File: src/rtl/wbm_pkg.sv
// Shared types and constants for the Wishbone command bridge.
// Holds the bridge state encoding, bus widths and the default timeout values.
package wbm_pkg;

    localparam int ADR_W = 32;
    localparam int DAT_W = 32;
    localparam int SEL_W = 4;

    localparam int               DEF_TIMEOUT = 16;
    localparam logic [DAT_W-1:0] DEF_TO_DATA = 32'hFFFF_FFFF;

    typedef enum logic [1:0] {
        IDLE = 2'd0,
        BUS  = 2'd1,
        RESP = 2'd2
    } wbm_state_t;

endpackage

File: src/rtl/wbm_timeout_ctr.sv
// Bus timeout counter for the Wishbone command bridge.
// Counts stb cycles without a termination.
// Raises expired once TIMEOUT-1 such cycles have elapsed.
// Saturates at that value instead of wrapping.
module wbm_timeout_ctr
    import wbm_pkg::*;
#(
    parameter int TIMEOUT = DEF_TIMEOUT
) (
    input  logic clk,
    input  logic rst,
    input  logic clear,
    input  logic enable,
    output logic expired
);

    localparam int             CW   = $clog2(TIMEOUT);
    localparam logic [CW-1:0]  LAST = CW'(TIMEOUT - 1);

    logic [CW-1:0] count;

    assign expired = (count == LAST);

    // Clear on a new cycle, otherwise count unterminated stb cycles up to LAST and hold there
    always_ff @(posedge clk or posedge rst) begin
        if (rst) begin
            count <= '0;
        end else if (clear) begin
            count <= '0;
        end else if (enable && !expired) begin
            count <= count + 1'b1;
        end
    end

endmodule

File: src/rtl/wbm_cmd_bridge.sv
// Wishbone classic single-transfer master.
// Turns a valid/ready command into one read or write cycle on the bus.
// Returns the result on a valid/ready response stream.
// A bus timeout aborts cycles that no slave acknowledges.
// Optional feature macro WBM_CMD_BRIDGE_ERR_EN:
//   - adds wbm_err_i, which terminates a cycle with rsp_err=1 and rsp_dat=0;
//   - wbm_err_i takes priority over wbm_ack_i.
module wbm_cmd_bridge
    import wbm_pkg::*;
#(
    parameter int               TIMEOUT = DEF_TIMEOUT,
    parameter logic [DAT_W-1:0] TO_DATA = DEF_TO_DATA
) (
    input  logic             wb_clk_i,
    input  logic             wb_rst_i,

    input  logic             cmd_valid,
    output logic             cmd_ready,
    input  logic             cmd_we,
    input  logic [ADR_W-1:0] cmd_adr,
    input  logic [DAT_W-1:0] cmd_dat,
    input  logic [SEL_W-1:0] cmd_sel,

    output logic             rsp_valid,
    input  logic             rsp_ready,
    output logic [DAT_W-1:0] rsp_dat,
    output logic             rsp_err,

    output logic             wbm_cyc_o,
    output logic             wbm_stb_o,
    output logic             wbm_we_o,
    output logic [SEL_W-1:0] wbm_sel_o,
    output logic [ADR_W-1:0] wbm_adr_o,
    output logic [DAT_W-1:0] wbm_dat_o,
    input  logic             wbm_ack_i,
`ifdef WBM_CMD_BRIDGE_ERR_EN
    input  logic             wbm_err_i,
`endif
    input  logic [DAT_W-1:0] wbm_dat_i
);

    wbm_state_t state;
    logic       bus_err;
    logic       to_clear;
    logic       to_enable;
    logic       to_expired;

`ifdef WBM_CMD_BRIDGE_ERR_EN
    assign bus_err = wbm_err_i;
`else
    assign bus_err = 1'b0;
`endif

    // The counter restarts on command acceptance.
    // It advances on every bus cycle that ends without a termination.
    assign to_clear  = (state == IDLE) && cmd_valid && cmd_ready;
    assign to_enable = (state == BUS) && !wbm_ack_i && !bus_err;

    wbm_timeout_ctr #(
        .TIMEOUT (TIMEOUT)
    ) u_timeout (
        .clk     (wb_clk_i),
        .rst     (wb_rst_i),
        .clear   (to_clear),
        .enable  (to_enable),
        .expired (to_expired)
    );

    // Control FSM with all bus and stream outputs registered.
    // Termination priority in BUS: error, then ack, then timeout.
    always_ff @(posedge wb_clk_i or posedge wb_rst_i) begin
        if (wb_rst_i) begin
            state     <= IDLE;
            cmd_ready <= 1'b1;
            rsp_valid <= 1'b0;
            rsp_dat   <= '0;
            rsp_err   <= 1'b0;
            wbm_cyc_o <= 1'b0;
            wbm_stb_o <= 1'b0;
            wbm_we_o  <= 1'b0;
            wbm_sel_o <= '0;
            wbm_adr_o <= '0;
            wbm_dat_o <= '0;
        end else begin
            case (state)
                IDLE: begin
                    if (cmd_valid && cmd_ready) begin
                        wbm_we_o  <= cmd_we;
                        wbm_adr_o <= cmd_adr;
                        wbm_dat_o <= cmd_dat;
                        wbm_sel_o <= cmd_sel;
                        wbm_cyc_o <= 1'b1;
                        wbm_stb_o <= 1'b1;
                        cmd_ready <= 1'b0;
                        state     <= BUS;
                    end
                end
                BUS: begin
                    if (bus_err) begin
                        wbm_cyc_o <= 1'b0;
                        wbm_stb_o <= 1'b0;
                        rsp_dat   <= '0;
                        rsp_err   <= 1'b1;
                        rsp_valid <= 1'b1;
                        state     <= RESP;
                    end else if (wbm_ack_i) begin
                        wbm_cyc_o <= 1'b0;
                        wbm_stb_o <= 1'b0;
                        rsp_dat   <= wbm_we_o ? '0 : wbm_dat_i;
                        rsp_err   <= 1'b0;
                        rsp_valid <= 1'b1;
                        state     <= RESP;
                    end else if (to_expired) begin
                        wbm_cyc_o <= 1'b0;
                        wbm_stb_o <= 1'b0;
                        rsp_dat   <= TO_DATA;
                        rsp_err   <= 1'b1;
                        rsp_valid <= 1'b1;
                        state     <= RESP;
                    end
                end
                RESP: begin
                    if (rsp_ready) begin
                        rsp_valid <= 1'b0;
                        cmd_ready <= 1'b1;
                        state     <= IDLE;
                    end
                end
                default: begin
                    state <= IDLE;
                end
            endcase
        end
    end

endmodule

File: config.mk
export PLATFORM = sky130hd
export DESIGN_NAME = wbm_cmd_bridge
export DESIGN_NICKNAME = d
export VERILOG_FILES = /design/src/rtl/wbm_pkg.sv /design/src/rtl/wbm_timeout_ctr.sv /design/src/rtl/wbm_cmd_bridge.sv
export SDC_FILE = /design/constraint.sdc
export NUM_CORES = 1
export LEC_CHECK = 0
export CAP_MARGIN = 20
export CELL_PAD_IN_SITES_DETAIL_PLACEMENT = 1
export CELL_PAD_IN_SITES_GLOBAL_PLACEMENT = 1
export CORE_UTILIZATION = 32
export DETAILED_ROUTE_END_ITERATION = 8
export PLACE_DENSITY = 0.86
export SLEW_MARGIN = 25
export SYNTH_ARGS = -nofsm -noshare
export SYNTH_HDL_FRONTEND = slang
export SYNTH_HIERARCHICAL = 1
export SYNTH_SLANG_ARGS = --single-unit
File: constraint.sdc
create_clock -name wb_clk_i -period 4.5 [get_ports wb_clk_i]
set_input_delay 1.35 -clock wb_clk_i [delete_from_list [all_inputs] [get_ports wb_clk_i]]
set_output_delay 1.35 -clock wb_clk_i [all_outputs]
set_load 0.005 [all_outputs]
**Word-level counts from Yosys, hierarchy flattened**

Cells that the tools add are included.

- $add $sub $neg: 1
- Reduce and logical (&&, ||, !) cells: 19
- Multiplexer cells: 22
- Equal/unequal tests: 6

Operators by type and width:

| operator | number |
|---|---|
| $mux 32 | 3 |
| $reduce_and 3->1 | 4 |
| $reduce_bool 2->1 | 5 |
| $mux 1 | 9 |
| $mux 2 | 4 |
| $mux 4 | 2 |
| $pmux 1 s2 | 3 |
| $pmux 2 s3 | 1 |
| $logic_and 1x1->1 | 5 |
| $add 4x1->4 const B | 1 |
| $eq 4x4->1 const B | 1 |
| $reduce_and 2->1 | 2 |
| $ne 3x2->1 const B | 1 |
| $eq 2x1->1 const B | 1 |
| $eq 2x2->1 const B | 1 |
| $logic_not 1->1 | 2 |
| $logic_not 2->1 | 1 |
| $ne 2x1->1 const B | 1 |
| $ne 2x2->1 const B | 1 |

- Input port bits: 106
- Flip-flop bits (word level): 111
- Logic and storage cells: 59
- Output and inout port bits: 106

**Depth between registers and ports, before layout**

- Word-level depth: 5
- Depth in mapped cells: 6
- Gate-level depth less buffers: 5

**Cells and area by module**

Netlist, hierarchy kept.

By module, submodules not included:

| module | cells each | area each (um2) | seq. area each (um2) | times used |
|---|---|---|---|---|
| wbm_cmd_bridge | 310 | 4391.7 | 2678.8 | 1 |
| wbm_timeout_ctr | 21 | 232.7 | 100.1 | 1 |

**Least setup slack after synthesis**

OpenSTA, ideal clock, no wires.

- Path type: input -> register
- From: in cmd_valid
- To: reg wbm_dat_o[14]
- Slack: 1.920 ns
- Cell stages on the path: 4
- Library setup time: 0.125 ns
- Required time: 4.375 ns
- Buffers on the path: 1
- Data arrival time: 2.455 ns
- Cells stage by stage: inv_1 > nor4b_4 > buf_6 > mux2_2

- Word-level cells in the longest chain between the ends: 2

RTL lines:

| what | line | source |
|---|---|---|
| start: declaration | wbm_cmd_bridge.sv:17 | `input logic cmd_valid,` |
| $logic_and 1x1->1 | wbm_cmd_bridge.sv:87 | `if (cmd_valid && cmd_ready) begin` |
| $reduce_and 2->1 (no source line) | - |  |
| end signal: assignment | wbm_cmd_bridge.sv:90 | `wbm_dat_o <= cmd_dat;` |
| end: declaration | wbm_cmd_bridge.sv:34 | `output logic [DAT_W-1:0] wbm_dat_o,` |

No other way between the ends.
A chain may end at the register's enable or synchronous reset.

**Worst setup path in the final report**

- From: reg wbm_we_o
- To: out wbm_we_o

RTL lines:

| what | line | source |
|---|---|---|
| start: declaration | wbm_cmd_bridge.sv:31 | `output logic wbm_we_o,` |
| start signal: assignment | wbm_cmd_bridge.sv:88 | `wbm_we_o <= cmd_we;` |

No word-level cell between the ends.

==> impl_metrics.toml <==
[global_routing]
top_usage_layer = "met2"
grt_usage_pct = 16.9
grt_max_degree = 64
grt_use_met1_pct = 18.1
grt_pass1_wl_mm = 19.3
grt_pass1_vias = 3782
grtUsageMet2_pct = 31.0
use_met3_pct = 4.60
antenna_found_initial = 0
grt_overflow = 0

[power_and_ir_drop]
finalPower_w = 0.00458
p_leak_nw = 3.09
vdd_ir_drop_max_v = 0.000278
power-per-cell-area_nw_per_um2 = 634

[critical_path]
worstReg2RegStart = "u_timeout/count[0]$_DFFE_PP0P_"
crit_path_end = "wbm_we_o"
r2r-end = "rsp_dat[12]$_DFFE_PP0P_"
cpMaxStageDelayCell = "dfrtp_1"
path_buf_inv = 1
critPathArrivalTime_ns = 1.93
cp-start-kind = "register"
required_ns = 3.15
crit_chain = "clkdlybuf4s50_1"
endpoint_kind = "primary output"
reg2regPathDepth = 6
cpPeakStageDelay_ns = 0.93
critPathTopFamily = "flip-flops"
crit_type = "register to primary output"
reg2reg_slack_ns = 2.55
crit_fanout = 34
crit_cells = 1
cp-startpoint = "wbm_we_o$_DFFE_PP0P_"

[routing]
via_per_inst = 4.61
antenna_left = 0
drt_iter0_drc = 89
wire_per_inst_um = 17.0
drtPass1Iterations = 4
wirelength_mm = 12.3
drc_errors = 0
dr_total_vias = 3350

[min_path]
holdPathStages = 1
hold_path_class = "register to register"

[floorplanning]
die_y_um = 122
dieArea_um2 = 14900
io_pins = 212
core_area_um2 = 14000
rows = 43
die_x_um = 122
initial_core_util_pct = 33.1

[sta]
worst_pin_slew_ns = 0.904
tns_ns = 0
period_needed_ns = 3.28
slew_violations = 0
setup-violations-final = 0
finalHoldViolations = 0
finClkSkew_ns = 0.00600
finalCritPeriodShare_pct = 73.0
max_slew_margin_pct = 39.7
max_freq_mhz = 304
grt_setup_unrepaired = "no"

[yosys]
syn_nets = 438
syn_avg_cell_area_um2 = 14.0
synthArstFlopShare_pct = 100
ys_seq_elements = 111
netlist_area_um2 = 4620
synth_enable_flop_cells = 0
synth_cell_types = 30
syn-instance-count = 331
synthFlopType = "dfrtp_1"
yosysSeqAreaShare_pct = 60.1
yosysWarnings = 6

[finish]
layout-drive-gt1-share_pct = 23.8
area_growth_syn_to_layout_pct = 56.2
final_nets = 648
final_common_cell = "clkdlybuf4s50_1"
seqCellArea_um2 = 2780
multi_input_comb_area_um2 = 1590
n_antenna_cell = 0
fillers = 1425
mostFrequentLayoutCells = "clkdlybuf4s50_1 (211), dfrtp_1 (110), mux2_2 (90), o21ai_0 (36), inv_1 (34)"
stdcell_count = 726

[placement]
routabilityCongestion = 0.673
dp_cells = 710
place.port_buffers = 211
dp_hpwl_mm = 9.26

[clocking]
ctsResizeCount = 0
cts_tree = "done"
clockBufferDepth = 2
cts_buffers = 9
path_clk_slew_ns = 0.07
cts_setup_buffers = 0
clock_latency_ns = 0.34
cts-root-buf = "clkbuf_16"
ctsHoldBuffers = 0
clock_sinks = 111
h-tree-depth = 3

[flow_run]
maxCapViolCount = 0

[run_status]
status = "finished clean"
-- synth_stat cells (2+ instances only) --
library cell | count | area share (%)
inv_1 | 35 | 2.8
dfrtp_1 | 110 | 60
nor2_1 | 3 | 0.24
mux2_4 | 11 | 3.6
nand2b_1 | 3 | 0.41
or2_2 | 2 | 0.27
buf_6 | 7 | 1.7
mux2_2 | 90 | 22
nand2_1 | 3 | 0.24
buf_2 | 3 | 0.32
a21o_1 | 2 | 0.32
a21oi_1 | 3 | 0.32
o21ai_0 | 36 | 3.9
nor2b_1 | 2 | 0.27
clkbuf_1 | 6 | 0.49
-- worst min-delay path by stage --
stage / end / from / slack, ns
floorplan: rsp_valid$_DFFE_PP0P_ / rsp_valid$_DFFE_PP0P_ / 0.47
global placement: rsp_valid$_DFFE_PP0P_ / rsp_valid$_DFFE_PP0P_ / 0.47
detailed placement: rsp_valid$_DFFE_PP0P_ / rsp_valid$_DFFE_PP0P_ / 0.48
CTS: rsp_valid$_DFFE_PP0P_ / rsp_valid$_DFFE_PP0P_ / 0.50
global route: rsp_valid$_DFFE_PP0P_ / rsp_valid$_DFFE_PP0P_ / 0.52
finish: rsp_valid$_DFFE_PP0P_ / rsp_valid$_DFFE_PP0P_ / 0.49
-- where the power goes --
group | internal (W) | switching [W]
sequential | 0.00148 | 0.000312
clock | 0.000521 | 0.000357
combinational | 0.00135 | 0.000567
total | 0.00335 | 0.00124
-- worst register-to-register path: cells and delay by family, from the launching register on --
family	cells	cell delay [ns]
AND/OR/NAND/NOR	3	0.44
multiplexers	1	0.41
flip-flops	1	0.40
buffers and inverters	1	0.38
adder cells (fa/ha/maj)	1	0.22
-- per-stage QoR --
step	area, um2	worst slack [ns]	hold WS (ns)	util, %
after floorplan	4620	0.334	0.474	-
after global routing	7220	1.09	0.517	51.6
after CTS	7220	1.16	0.502	51.6
after detailed placement	6890	1.23	0.483	49.3
final	7220	1.22	0.492	51.6
after global placement	6890	1.30	0.469	49.3
-- metal layers --
| metal | routed length [um] | part of all wire (%) |
|---|---|---|
| met3 | 816 | 6.6 |
| met5 | 0 | 0 |
| met2 | 6650 | 54 |
| met4 | 304 | 2.5 |
| met1 | 4570 | 37 |
-- cell type report --
class	instances	share of cell area, %
Tap cell	180	3.12
Clock buffer	12	3.55
Timing Repair Buffer	216	29.9
Sequential cell	111	38.5
Multi-Input combinational cell	168	22.0
Clock inverter	4	1.06
Inverter	35	1.85
-- registers in the layout, summed over array words and instances, names as in the netlist --
register         count
wbm_stb_o            1
u_timeout/count      4
rsp_err              1
wbm_adr_o           32
rsp_dat             32
cmd_ready            1
wbm_we_o             1
state                2
rsp_valid            1
wbm_sel_o            4
wbm_dat_o           32
-- kinds of logic after synthesis --
logic type	count (synthesis)	synth area share, %
flip-flops	111	60.1
multiplexers	103	25.9
adder cells (fa/ha/maj)	1	0.271
buffers and inverters	52	5.52
AND/OR/NAND/NOR	22	3.44
AO/OA/AOI/OAI	42	4.73
No activity file was read; power rests on OpenSTA's default activity.
